### src/rtl/wb_arb_pkg.sv
// wb_arb_pkg: shared types and constants for the WB register-write arbiter
package wb_arb_pkg;
  localparam int AW = 5;
  localparam int DW = 32;
  localparam logic [AW-1:0] REG_ZERO = 5'd0;
  typedef struct packed {
    logic          valid;
    logic [AW-1:0] addr;
    logic [DW-1:0] data;
  } wb_entry_t;
  typedef enum logic {NORMAL, FORCE} wb_arb_state_t;
endpackage

### src/rtl/wb_arb_fifo.sv
// wb_arb_fifo: circular buffer of LLU results with a parallel address-match squash port
module wb_arb_fifo
  import wb_arb_pkg::*;
#(
  parameter int DEPTH = 4
) (
  input  logic                         clk,
  input  logic                         rst,
  input  logic                         push_i,
  input  logic [AW-1:0]                push_addr_i,
  input  logic [DW-1:0]                push_data_i,
  input  logic                         pop_i,
  input  logic                         squash_i,
  input  logic [AW-1:0]                squash_addr_i,
  output logic                         head_valid_o,
  output logic [AW-1:0]                head_addr_o,
  output logic [DW-1:0]                head_data_o,
  output logic                         full_o,
  output logic                         empty_o,
  output logic [$clog2(DEPTH+1)-1:0]   valid_cnt_o
);
  localparam int PW = $clog2(DEPTH);
  localparam int CW = $clog2(DEPTH+1);
  wb_entry_t mem_q [DEPTH];
  wb_entry_t mem_d [DEPTH];
  logic [PW:0] wp_q, rp_q;
  logic [CW-1:0] cnt;
  assign full_o       = (wp_q - rp_q) == (PW+1)'(DEPTH);
  assign empty_o      = wp_q == rp_q;
  assign head_valid_o = mem_q[rp_q[PW-1:0]].valid;
  assign head_addr_o  = mem_q[rp_q[PW-1:0]].addr;
  assign head_data_o  = mem_q[rp_q[PW-1:0]].data;
  assign valid_cnt_o  = cnt;
  // Popped and squashed slots drop their valid bit, so the valid count is the pending count
  always_comb begin
    cnt = '0;
    for (int i = 0; i < DEPTH; i++) begin
      mem_d[i] = mem_q[i];
      if (squash_i && mem_q[i].addr == squash_addr_i) mem_d[i].valid = 1'b0;
      cnt = cnt + CW'(mem_q[i].valid);
    end
    if (pop_i) mem_d[rp_q[PW-1:0]].valid = 1'b0;
    if (push_i) mem_d[wp_q[PW-1:0]] = '{!(squash_i && push_addr_i == squash_addr_i), push_addr_i, push_data_i};
  end
  always_ff @(posedge clk) begin
    if (rst) begin
      wp_q <= '0;
      rp_q <= '0;
      for (int i = 0; i < DEPTH; i++) mem_q[i] <= '0;
    end else begin
      wp_q  <= wp_q + (PW+1)'(push_i);
      rp_q  <= rp_q + (PW+1)'(pop_i);
      mem_q <= mem_d;
    end
  end
endmodule

### src/rtl/wb_regwrite_arbiter.sv
// wb_regwrite_arbiter: shares the RF write port between pipeline WB (priority) and buffered LLU results.
// Define WB_ARB_LLU_BYPASS_EN to write an LLU result straight through when the buffer is empty and WB is idle.
module wb_regwrite_arbiter
  import wb_arb_pkg::*;
#(
  parameter int DEPTH        = 4,
  parameter int STARVE_LIMIT = 8
) (
  input  logic                       clk,
  input  logic                       reset,
  input  logic                       RegWrite_WB,
  input  logic [4:0]                 WriteReg_WB,
  input  logic [31:0]                Write_Data_WB,
  input  logic                       llu_valid,
  output logic                       llu_ready,
  input  logic [4:0]                 llu_reg,
  input  logic [31:0]                llu_data,
  output logic                       stall_wb,
  output logic                       rf_we,
  output logic [4:0]                 rf_waddr,
  output logic [31:0]                rf_wdata,
  output logic [$clog2(DEPTH+1)-1:0] pend_cnt
);
  localparam int AGW = $clog2(STARVE_LIMIT+1);
  localparam logic [AGW-1:0] AGE_MAX = AGW'(STARVE_LIMIT-1);
  wb_arb_state_t st_q, st_d;
  logic [AGW-1:0] age_q, age_d;
  logic busy, force_st, full, empty, head_v, pop, push, squash, bypass;
  logic [AW-1:0] head_a;
  logic [DW-1:0] head_d;
  assign busy      = RegWrite_WB && WriteReg_WB != REG_ZERO;
  assign force_st  = st_q == FORCE;
  assign squash    = busy && !force_st;
  assign llu_ready = !full;
  assign stall_wb  = force_st;
`ifdef WB_ARB_LLU_BYPASS_EN
  assign bypass = empty && !busy && !force_st && llu_valid && llu_reg != REG_ZERO;
`else
  assign bypass = 1'b0;
`endif
  assign push = llu_valid && !full && llu_reg != REG_ZERO && !bypass;
  // Squashed heads leave silently even while WB owns the port
  assign pop  = !empty && (force_st || !busy || !head_v);
  always_comb begin
    rf_we    = squash || (pop && head_v) || bypass;
    rf_waddr = squash ? WriteReg_WB : bypass ? llu_reg : head_a;
    rf_wdata = squash ? Write_Data_WB : bypass ? llu_data : head_d;
    age_d    = (force_st || pop || empty) ? '0 : age_q == AGE_MAX ? age_q : age_q + 1'b1;
    st_d     = (squash && !empty && head_v && age_q == AGE_MAX && head_a != WriteReg_WB) ? FORCE : NORMAL;
  end
  always_ff @(posedge clk) begin
    if (reset) begin
      st_q  <= NORMAL;
      age_q <= '0;
    end else begin
      st_q  <= st_d;
      age_q <= age_d;
    end
  end
  wb_arb_fifo #(.DEPTH(DEPTH)) u_fifo (
    .clk          (clk),
    .rst          (reset),
    .push_i       (push),
    .push_addr_i  (llu_reg),
    .push_data_i  (llu_data),
    .pop_i        (pop),
    .squash_i     (squash),
    .squash_addr_i(WriteReg_WB),
    .head_valid_o (head_v),
    .head_addr_o  (head_a),
    .head_data_o  (head_d),
    .full_o       (full),
    .empty_o      (empty),
    .valid_cnt_o  (pend_cnt)
  );
endmodule
### config.mk
export PLATFORM = sky130hd
export DESIGN_NAME = wb_regwrite_arbiter
export DESIGN_NICKNAME = d
export VERILOG_FILES = /design/src/rtl/wb_arb_pkg.sv /design/src/rtl/wb_arb_fifo.sv /design/src/rtl/wb_regwrite_arbiter.sv
export SDC_FILE = /design/constraint.sdc
export NUM_CORES = 1
export LEC_CHECK = 0
export BUFFER_PORTS_ARGS = -buffer_cell sky130_fd_sc_hd__buf_4
export CAP_MARGIN = 20
export CORE_ASPECT_RATIO = 0.9
export CORE_MARGIN = 2
export CORE_UTILIZATION = 52
export CTS_CLUSTER_DIAMETER = 100
export CTS_CLUSTER_SIZE = 14
export DETAILED_ROUTE_END_ITERATION = 16
export GPL_TIMING_DRIVEN = 0
export PLACE_DENSITY_LB_ADDON = 0.2
export SLEW_MARGIN = 30
export SYNTH_ARGS = -nofsm -noshare
export SYNTH_HDL_FRONTEND = slang
export SYNTH_HIERARCHICAL = 1
export SYNTH_SLANG_ARGS = --single-unit
### constraint.sdc
create_clock -name clk -period 3.3 [get_ports clk]
set_input_delay 0.33 -clock clk [delete_from_list [all_inputs] [get_ports clk]]
set_output_delay 0.33 -clock clk [all_outputs]
set_load 0.01 [all_outputs]
### After elaboration in Yosys (flattened, before gate mapping)

Index checks and enable logic that the tools add are counted.

| storage, ports and cells | value |
|---|---|
| register bits | 163 |
| output and inout port bits | 43 |
| logic and storage cells | 87 |

| cells by class | value |
|---|---|
| add/sub/neg operators | 7 |
| magnitude comparators | 4 |
| equal/unequal tests | 9 |
| muxes and demuxes | 18 |
| bitwise operators | 2 |
| reductions and logical operators | 31 |

Operators by type and width:

| operator | count |
|---|---|
| $bwmux W152 | 2 |
| $mux W152 | 2 |
| $demux W38 S2 | 2 |
| $mux W38 | 4 |
| $bmux W38 S2 | 1 |
| $mux W32 | 1 |
| $eq A5 B5 Y1 | 5 |
| $logic_and A1 B1 Y1 | 17 |
| $add A3 B1 Y3 | 4 |
| $reduce_bool A5 Y1 | 2 |
| $ge A3 B3 Y1 const B | 2 |
| $logic_not A1 Y1 | 6 |
| $lt A3 B1 Y1 const B | 2 |
| $not A2 Y3 | 2 |
| $logic_or A1 B1 Y1 | 5 |
| $mux W1 | 5 |
| $mux W5 | 1 |
| $ne A5 B5 Y1 | 1 |
| $add A4 B1 Y4 const B | 1 |
| $eq A4 B3 Y1 const B | 1 |
| $eq A3 B3 Y1 | 1 |
| $eq A3 B3 Y1 const B | 1 |
| $sub A3 B3 Y3 | 1 |
| $add A1 B1 Y2 | 1 |
| $reduce_or A2 Y1 | 1 |

### Depth between registers and ports, before layout

Gate-level depths: netlist (run 1).

| logic depth | value |
|---|---|
| depth after elaboration | 10 |
| depth in mapped cells | 14 |

### By module

The synthesis (run 1) kept the hierarchy.

By module, submodules not included:

| module | times used | cells each | area each (µm²) | sequential area each (µm²) |
|---|---|---|---|---|
| wb_arb_fifo | 1 | 790 | 6872.8 | 3163.0 |
| wb_regwrite_arbiter | 1 | 83 | 774.5 | 100.1 |

### Worst setup path before layout (run 1)

No wires, ideal clock.

| path | value |
|---|---|
| kind | reg2reg |
| from | register u_fifo.rp_q[1] |
| to | register u_fifo/mem_q[81] (netlist bit) |
| arrival time | 2.323 ns |
| path slack | 0.906 ns |
| stages on the path, launching flop included | 15 |
| path buffers | 3 |
| cell sequence | dfxtp_1 > buf_2 > buf_2 > inv_1 > ha_1 > nor2b_1 > xnor2_1 > nor2_1 > inv_1 > o311a_1 > nand2_1 > nor2_4 > buf_4 > nand2_1 > a21oi_1 |

RTL lines:

| item | RTL line | RTL |
|---|---|---|
| start: declaration | wb_arb_fifo.sv:26 | `logic [PW:0] wp_q, rp_q;` |
| start signal: assignment | wb_arb_fifo.sv:52 | `rp_q <= rp_q + (PW+1)'(pop_i);` |
| $sub A3 B3 Y3 | wb_arb_fifo.sv:28 | `assign full_o = (wp_q - rp_q) == (PW+1)'(DEPTH);` |
| $eq A3 B3 Y1 | wb_arb_fifo.sv:28 |  |
| via full | wb_regwrite_arbiter.sv:28 | `logic busy, force_st, full, empty, head_v, pop, push, squash, bypass;` |
| $logic_not A1 Y1 | -- |  |
| via llu_ready | wb_regwrite_arbiter.sv:15 | `output logic llu_ready,` |
| $logic_and A1 B1 Y1 (2 in a row) | wb_regwrite_arbiter.sv:41 | `assign push = llu_valid && !full && llu_reg != REG_ZERO && !bypass;` |
| via push | wb_regwrite_arbiter.sv:28 |  |
| $mux W152 | wb_arb_fifo.sv:43 | `if (push_i) mem_d[wp_q[PW-1:0]] = '{!(squash_i && push_addr_i == squash_addr_i), push_addr_i, push_data_i};` |
| end signal: assignment | wb_arb_fifo.sv:53 | `mem_q <= mem_d;` |
| end: declaration | wb_arb_fifo.sv:24 | `wb_entry_t mem_q [DEPTH];` |

The timed path passes the listed nets, and every way through them passes these cells. The select of a mux whose other input is x is not followed.
A chain may end at the register's enable or synchronous reset.

### Worst setup path after layout (run 1)

| path | value |
|---|---|
| from | register u_fifo.rp_q[1] |
| to | register u_fifo/mem_q[82] (netlist bit) |

RTL lines:

| item | RTL line |
|---|---|
| $sub A3 B3 Y3 | wb_arb_fifo.sv:28 |
| $eq A3 B3 Y1 | wb_arb_fifo.sv:28 |
| via full | wb_regwrite_arbiter.sv:28 |
| $logic_not A1 Y1 | wb_regwrite_arbiter.sv:41 |
| $logic_and A1 B1 Y1 (2 in a row) | wb_regwrite_arbiter.sv:41 |
| via push | wb_regwrite_arbiter.sv:28 |
| $mux W152 | wb_arb_fifo.sv:43 |

The timed path passes the listed nets, and every way through them passes these cells. The select of a mux whose other input is x is not followed.

==> results of run 1 <==
[routing by layer]
layer	share of wire (%)	wire length, um
met4	1.9	393
met3	6.6	1370
met1	45	9180
met5	0	0
met2	47	9670
[worst max-delay path by stage]
stage	from	end	slack [ns]	cells after the start
2_1_floorplan	u_fifo/rp_q[1]	u_fifo/mem_q[81]	0.91	14
3_3_place_gp	u_fifo/rp_q[1]	u_fifo/mem_q[84]	0.36	14
3_5_place_dp	u_fifo/rp_q[1]	u_fifo/mem_q[5]	0.30	14
4_1_cts	u_fifo/rp_q[1]	u_fifo/mem_q[16]	0.27	14
5_1_grt	u_fifo/rp_q[1]	u_fifo/mem_q[84]	0.06	14
6_report	u_fifo/rp_q[1]	u_fifo/mem_q[82]	0.23	14
[area by class of cell]
type,instances,share of cell area (%)
Multi-Input combinational cell,633,42.2
Sequential cell,163,34.8
Timing Repair Buffer,120,9.60
Clock buffer,19,4.83
Buffer,65,4.09
Tap cell,198,2.64
Clock inverter,13,1.43
Inverter,12,0.480
[per-stage QoR]
stage | area [um2] | instances | utilization (%)
CTS | 9380 | 1223 | 64.5
global placement | 8800 | 1191 | 60.4
floorplan | 7650 | 873 | -
detailed placement | 8800 | 1191 | 60.4
finish | 9380 | 1223 | 64.5
global route | 9380 | 1223 | 64.5
[critical path: stages (launching register included)]
cell and delay [ns]:
dfxtp_1 0.32, buf_2 0.20, buf_2 0.31, inv_1 0.13
ha_1 0.19, nor2b_1 0.16, xnor2_1 0.14, nor2_1 0.08
inv_1 0.08, o311a_1 0.37, nand2_1 0.20, nor2_4 0.32
buf_4 0.27, nand2_1 0.08, a21oi_1 0.13
[power groups by stage]
stage          registers [mW]  clock network, mW  logic [mW]
4_1_cts                  2.27               1.98        1.77
6_report                 2.27               1.96        1.77
5_1_grt                  2.29               2.05        1.91
2_1_floorplan            2.27                  0        1.19
3_5_place_dp             2.31                  0        1.75
3_3_place_gp             2.30                  0        1.73
[kinds of logic after synthesis]
logic type	after synthesis	share of synthesized area, %
XOR/XNOR	35	4.01
buffers and inverters	77	5.61
AND/OR/NAND/NOR	354	18.7
adder cells (fa/ha/maj)	10	1.73
AO/OA/AOI/OAI	162	11.1
multiplexers	72	16.2
flip-flops	163	42.7
[flip-flops by register name, summed over array words and instances, names as in the netlist]
register / flops
age_q: 4
stall_wb: 1
u_fifo/rp_q: 3
u_fifo/mem_q: 152
u_fifo/wp_q: 3
[placed cells by master, fill, tap and decap left out, types with 2 or more instances in the layout]
cell,n
nand2_1,310
dfxtp_1,163
a21oi_1,149
buf_4,141
mux4_2,38
mux2_2,29
clkbuf_1,23
xor2_1,20
clkbuf_16,17
buf_2,16
xnor2_1,15
inv_1,10
ha_1,9
nor2_1,8
nand3_1,7
nor2b_1,6
and3_1,6
clkinv_2,5
buf_6,4
mux2_1,4
nor4_1,4
o22ai_1,4
clkinvlp_4,3
nand4_1,3
inv_2,2
or3_1,2
nor3_1,2
o21ai_0,2
clkbuf_8,2
clkinv_4,2
bufinv_16,2
nor2_4,2
o2111ai_1,2
==> qor.txt, run 1 <==
status: completed
Synth cell types: 39
DP Worst Slack: 0.298 ns
met2 Use GR: 43.4%
CP arrival: 3.42 ns
Clock Latency Late Sink: 0.43 ns
core area: 14600 um2
Setup violations, final: 0
Clock Sinks: 163
Multi-input gate area: 3960 um2
achievable frequency: 325 MHz
Rel. slew slack: 52.0%
mapped cell area: 7650 um2
Initial DRC Count: 643
FF/Latch Area: 3260 um2
Initial Utilization: 52.5%
max_cap viols: 0
nature of the critical path startpoint: flop
Post-CTS Hold Fix Bufs: 0
Die X: 132 um
synth top area cells: dfxtp_1 43%, nand2_1 15%, mux4_2 11%
Hold Vio Cnt, Final: 0
Routed Antenna Nets: 0
post-route clock period utilization: 93.1%
CP max FO: 10
switch share: 31.5%
Hold/Removal Path Class: primary input to flop
Remaining Overflow, GRT: 0
leading area contributor after synthesis: dfxtp_1
post-CTS setup buffer count: 0
Area Overhead vs Synth: 22.7%
Final Max Slew Viols: 0
CTS tree: built
Most used DFF post-synth: dfxtp_1
Reg2Reg Depth: 14
Die Area: 15700 um2
total number of vias: 6727
Syn Area/Cell: 8.76 um2
RSZ-0062 raised after global routing: false
post-route setup slack: 0.226 ns
hold slack: 0.169 ns
1st-pass router iterations: 7
LEAKAGE: 3.61 nW
first-pass GRT wire length: 32.8 mm
switching power: 1.89 mW
Max Buffers Root-to-Sink: 2
fillers: 1288
height of the die: 119 um
Num CTS Buffers: 17
Flop pwr share: 37.9%
Clock Pin Slew Worst Setup and Hold Paths: 0.06 ns
ANT cells: 0
combinational share of power: 29.5%
vias in the first global route: 6380
H-tree lvl count: 4
post-CTS sizing: 0
share of cells above drive strength 1: 26.2%
Seq cells post-synth: 163
PD cells: 639 nW/um2
reg-to-reg slack, setup: 0.23 ns
Clock Power Share: 32.7%
syn_nets: 961
sequential area share after synthesis: 42.7%
port bufs: 120
hold depth: 3
Setup crit end kind: flop
clk root buf: clkbuf_16
top post-synthesis cells by count: 310 x nand2_1, 163 x dfxtp_1, 149 x a21oi_1, 38 x mux4_2, 29 x mux2_2
EDFF count, synth: 0
Int Power: 4.11 mW
wire per inst: 16.9 um
Hold Path Sink: u_fifo/mem_q[135]
Final HPWL DP: 14.1 mm
via/cell ratio: 5.50
largest net degree at the start of global routing: 17
GP Congestion: 0.888
Peak VDD IR: 0.000474 V
DRC: 0
Critical Path RT: 3.65 ns
fin nets: 1100
worst slew pin tran: 0.720 ns
Final TNS setup: 0 ns
Yosys top cell area share: 42.7%
Tot Pwr: 6.00 mW
met3 Use GR: 5.32%
IO Pins: 121
critical path class: flop to flop
reg-to-reg endpoint: u_fifo/mem_q[82]
Rows: 42
final WL: 20.6 mm
Synth warnings: 6
most used routing layer: met2
Total Routing Usage GR: 26.7%
async set-or-reset flop fraction in the synthesized netlist: 0%
Setup Skew: 0.0107 ns
Crit Reg-Reg Startpoint: u_fifo/rp_q[1]
initial antenna violation count: 0
post-layout minimum cycle time: 3.07 ns
Syn Inst Count: 873
most common cell in the netlist: nand2_1
Worst Min Path Start: llu_data[21]
GRT met1 Usage: 35.4%
(Power assumes the default switching activity.)
==> run 2, diff against run 1 <==
- CELL_PAD_IN_SITES_DETAIL_PLACEMENT: unset -> 0
- CELL_PAD_IN_SITES_GLOBAL_PLACEMENT: unset -> 1
- CORE_UTILIZATION: 52 -> 43
==> run 2 against run 1 <==
  * Combinational power hardly changed
  * Non-clock buffer count unchanged
  * Hold slack about the same
  * First-iteration DRC count down 29%
  * Die area rose by 20%
  * Maximum frequency increased by 6.0%
  * Wire length rose by 5.8%
  * Final area grew 0.89%
  * Clock-buffer cell count shrank 2
  * Sequential power is essentially flat
  * Largest power group unchanged
  * Clock skew is 0.0036 ns lower
  * Global-route usage shrank 3.1 points
==> qor.txt, run 2 (synthesis gave the netlist of run 1 again) <==
LEAKAGE: 3.62 nW (+0.18%)
placed inst area: 8850 um2 (+0.60%)
via/cell ratio: 5.20 (-5.5%)
clk root buf: clkbuf_16
Hold/Removal Path Class: primary input to flop
CTS tree: built
Final TNS setup: 0 ns (unchanged)
Final Max Slew Viols: 0 (unchanged)
reg-to-reg slack, setup: 0.40 ns (+0.17 ns)
wire per inst: 17.2 um (+2.3%)
Crit. Startpoint: u_fifo/rp_q[1]
Die Area: 18900 um2 (+20%)
DRC: 0 (unchanged)
Clock Latency Late Sink: 0.43 ns (about the same)
post-CTS setup buffer count: 0 (unchanged)
initial antenna violation count: 0 (unchanged)
max_cap viols: 0 (unchanged)
first-pass GRT wire length: 33.6 mm (+2.4%)
fin nets: 1100 (unchanged)
critical path's slowest cell: nor2_4
Peak VDD IR: 0.000404 V (-15%)
Initial DRC Count: 454 (-29%)
core area: 17500 um2 (+20%)
crit path buf inv count: 5 (unchanged)
Setup Skew: 0.00717 ns (-0.00356 ns)
Regs by FF count: u_fifo/mem_q x152, age_q x4
Die X: 145 um (+9.7%)
Remaining Overflow, GRT: 0 (unchanged)
Final HPWL DP: 15.0 mm (+6.0%)
Area Overhead vs Synth: 23.8%
Tot Pwr: 6.10 mW (+1.7%)
port bufs: 120 (unchanged)
nature of the critical path startpoint: flop
H-tree lvl count: 4 (unchanged)
1st-pass router iterations: 5 (-2)
most frequent cells in the layout: 310 x nand2_1, 163 x dfxtp_1, 149 x a21oi_1
Placed Cells: 1233 (+3.5%)
share of cells above drive strength 1: 26.3% (+0.098 points)
CP peak stage delay: 0.33 ns (-0.04 ns)
status: completed
IO Pins: 121 (unchanged)
reg-to-reg endpoint: u_fifo/mem_q[81]
CP delay by family, top: buffers and inverters
Clock Pin Slew Worst Setup and Hold Paths: 0.07 ns (about the same)
DP Worst Slack: 0.277 ns (-0.0211 ns)
RSZ-0062 raised after global routing: false
Rel. slew slack: 54.6% (+2.6 points)
post-route clock period utilization: 87.9% (-5.3 points)
Post-CTS Hold Fix Bufs: 0 (unchanged)
critical path class: flop to flop
final WL: 21.8 mm (+5.8%)
GP Congestion: 0.911 (+2.5%)
Largest register FFs: 152 (unchanged)
Num CTS Buffers: 17 (unchanged)
Max Buffers Root-to-Sink: 2 (unchanged)
Reg2Reg Depth: 14 (unchanged)
Cell Chain, Critical Path: buf_2 > buf_2 > inv_1 > ha_1 > nor2b_1 > xnor2_1 > nor2_1 > inv_1 > o311a_4 > nand2_1 > nor2_4 > buf_4 > nand2_1 > a21oi_1
Total Routing Usage GR: 23.7% (-3.1 points)
CP max FO: 10 (unchanged)
crit path to: u_fifo/mem_q[81]
Initial Utilization: 43.7% (-8.8 points)
Worst path depth: 14 (unchanged)
hold slack: 0.168 ns (-0.000332 ns)
Final Cell Area: 9470 um2 (+0.89%)
total number of vias: 6574 (-2.3%)
post-route setup slack: 0.400 ns (+0.173 ns)
Crit Reg-Reg Startpoint: u_fifo/rp_q[1]
Setup violations, final: 0 (unchanged)
Routed Antenna Nets: 0 (unchanged)
vias in the first global route: 6042 (-5.3%)
most flop-heavy register: u_fifo/mem_q
worst slew pin tran: 0.681 ns (-0.0389 ns)
ANT cells: 0 (unchanged)
post-layout minimum cycle time: 2.90 ns (-0.173 ns)
CP arrival: 3.25 ns (-0.17 ns)
commonest non-fill, non-tap cell in the layout: nand2_1
Setup crit end kind: flop
Rows: 46 (+9.5%)
height of the die: 131 um (+9.6%)
largest net degree at the start of global routing: 17 (unchanged)
PD cells: 644 nW/um2 (+0.79%)
Clock Sinks: 163 (unchanged)
Core Util, Final: 54.1% (-10 points)
Hold Vio Cnt, Final: 0 (unchanged)
Finished Layout Cells: 1265 (+3.4%)
achievable frequency: 345 MHz (+6.0%)
Critical Path RT: 3.65 ns (about the same)
[run 2: cell count changes in the layout (fill, tap and decap cells not counted), sizes merged]
cell / before / now
clkinvlp: 3 / 4
bufinv: 2 / 3
clkinv: 7 / 4
clkbuf: 42 / 40
inv: 13 / 16
[run 2: worst min-delay path by stage]
stage | start | endpoint | slack, ns | cells after the start
after floorplan | u_fifo/mem_q[100] | u_fifo/mem_q[100] | 0.43 | 2
after global placement | u_fifo/mem_q[45] | u_fifo/mem_q[45] | 0.44 | 2
after detailed placement | u_fifo/mem_q[56] | u_fifo/mem_q[56] | 0.44 | 2
after CTS | llu_data[20] | u_fifo/mem_q[58] | 0.15 | 3
after global routing | llu_data[20] | u_fifo/mem_q[58] | 0.16 | 3
final | llu_data[20] | u_fifo/mem_q[58] | 0.17 | 3
[run 2: worst reg2reg max path, stage by stage, from the launching register on]
cell and delay, ns:
dfxtp_1 0.32, buf_2 0.22, buf_2 0.30, inv_1 0.13, ha_1 0.19, nor2b_1 0.13
xnor2_1 0.13, nor2_1 0.05, inv_1 0.14, o311a_4 0.27, nand2_1 0.15, nor2_4 0.33
buf_4 0.27, nand2_1 0.07, a21oi_1 0.12
[run 2: cell type report]
class,instances,area (um2)
timing repair buffer,120,901
buffer,65,384
multi-input combinational,633,3970
tap,240,300
inverter,12,45.0
clock inverter,15,181
fill,1709,8030
sequential,163,3260
clock buffer,17,425
[run 2: metal layers]
metal,vias up,track usage (%),wire [um]
li1,3224,-,-
met5,-,0,0
met4,0,6.00,248
met3,17,4.63,1320
met2,199,37.1,9840
met1,3134,33.8,10400
[run 2: report_power, final]
group	internal [mW]	switching, mW
combinational	0.807	0.983
sequential	2.15	0.118
clock	1.20	0.840
total	4.16	1.94
[run 2: repair_timing]
action                                  4_1_cts  5_1_grt
endpoints found under the setup margin        0        1
resized for setup                             0        1
endpoints found under the hold margin         0        0
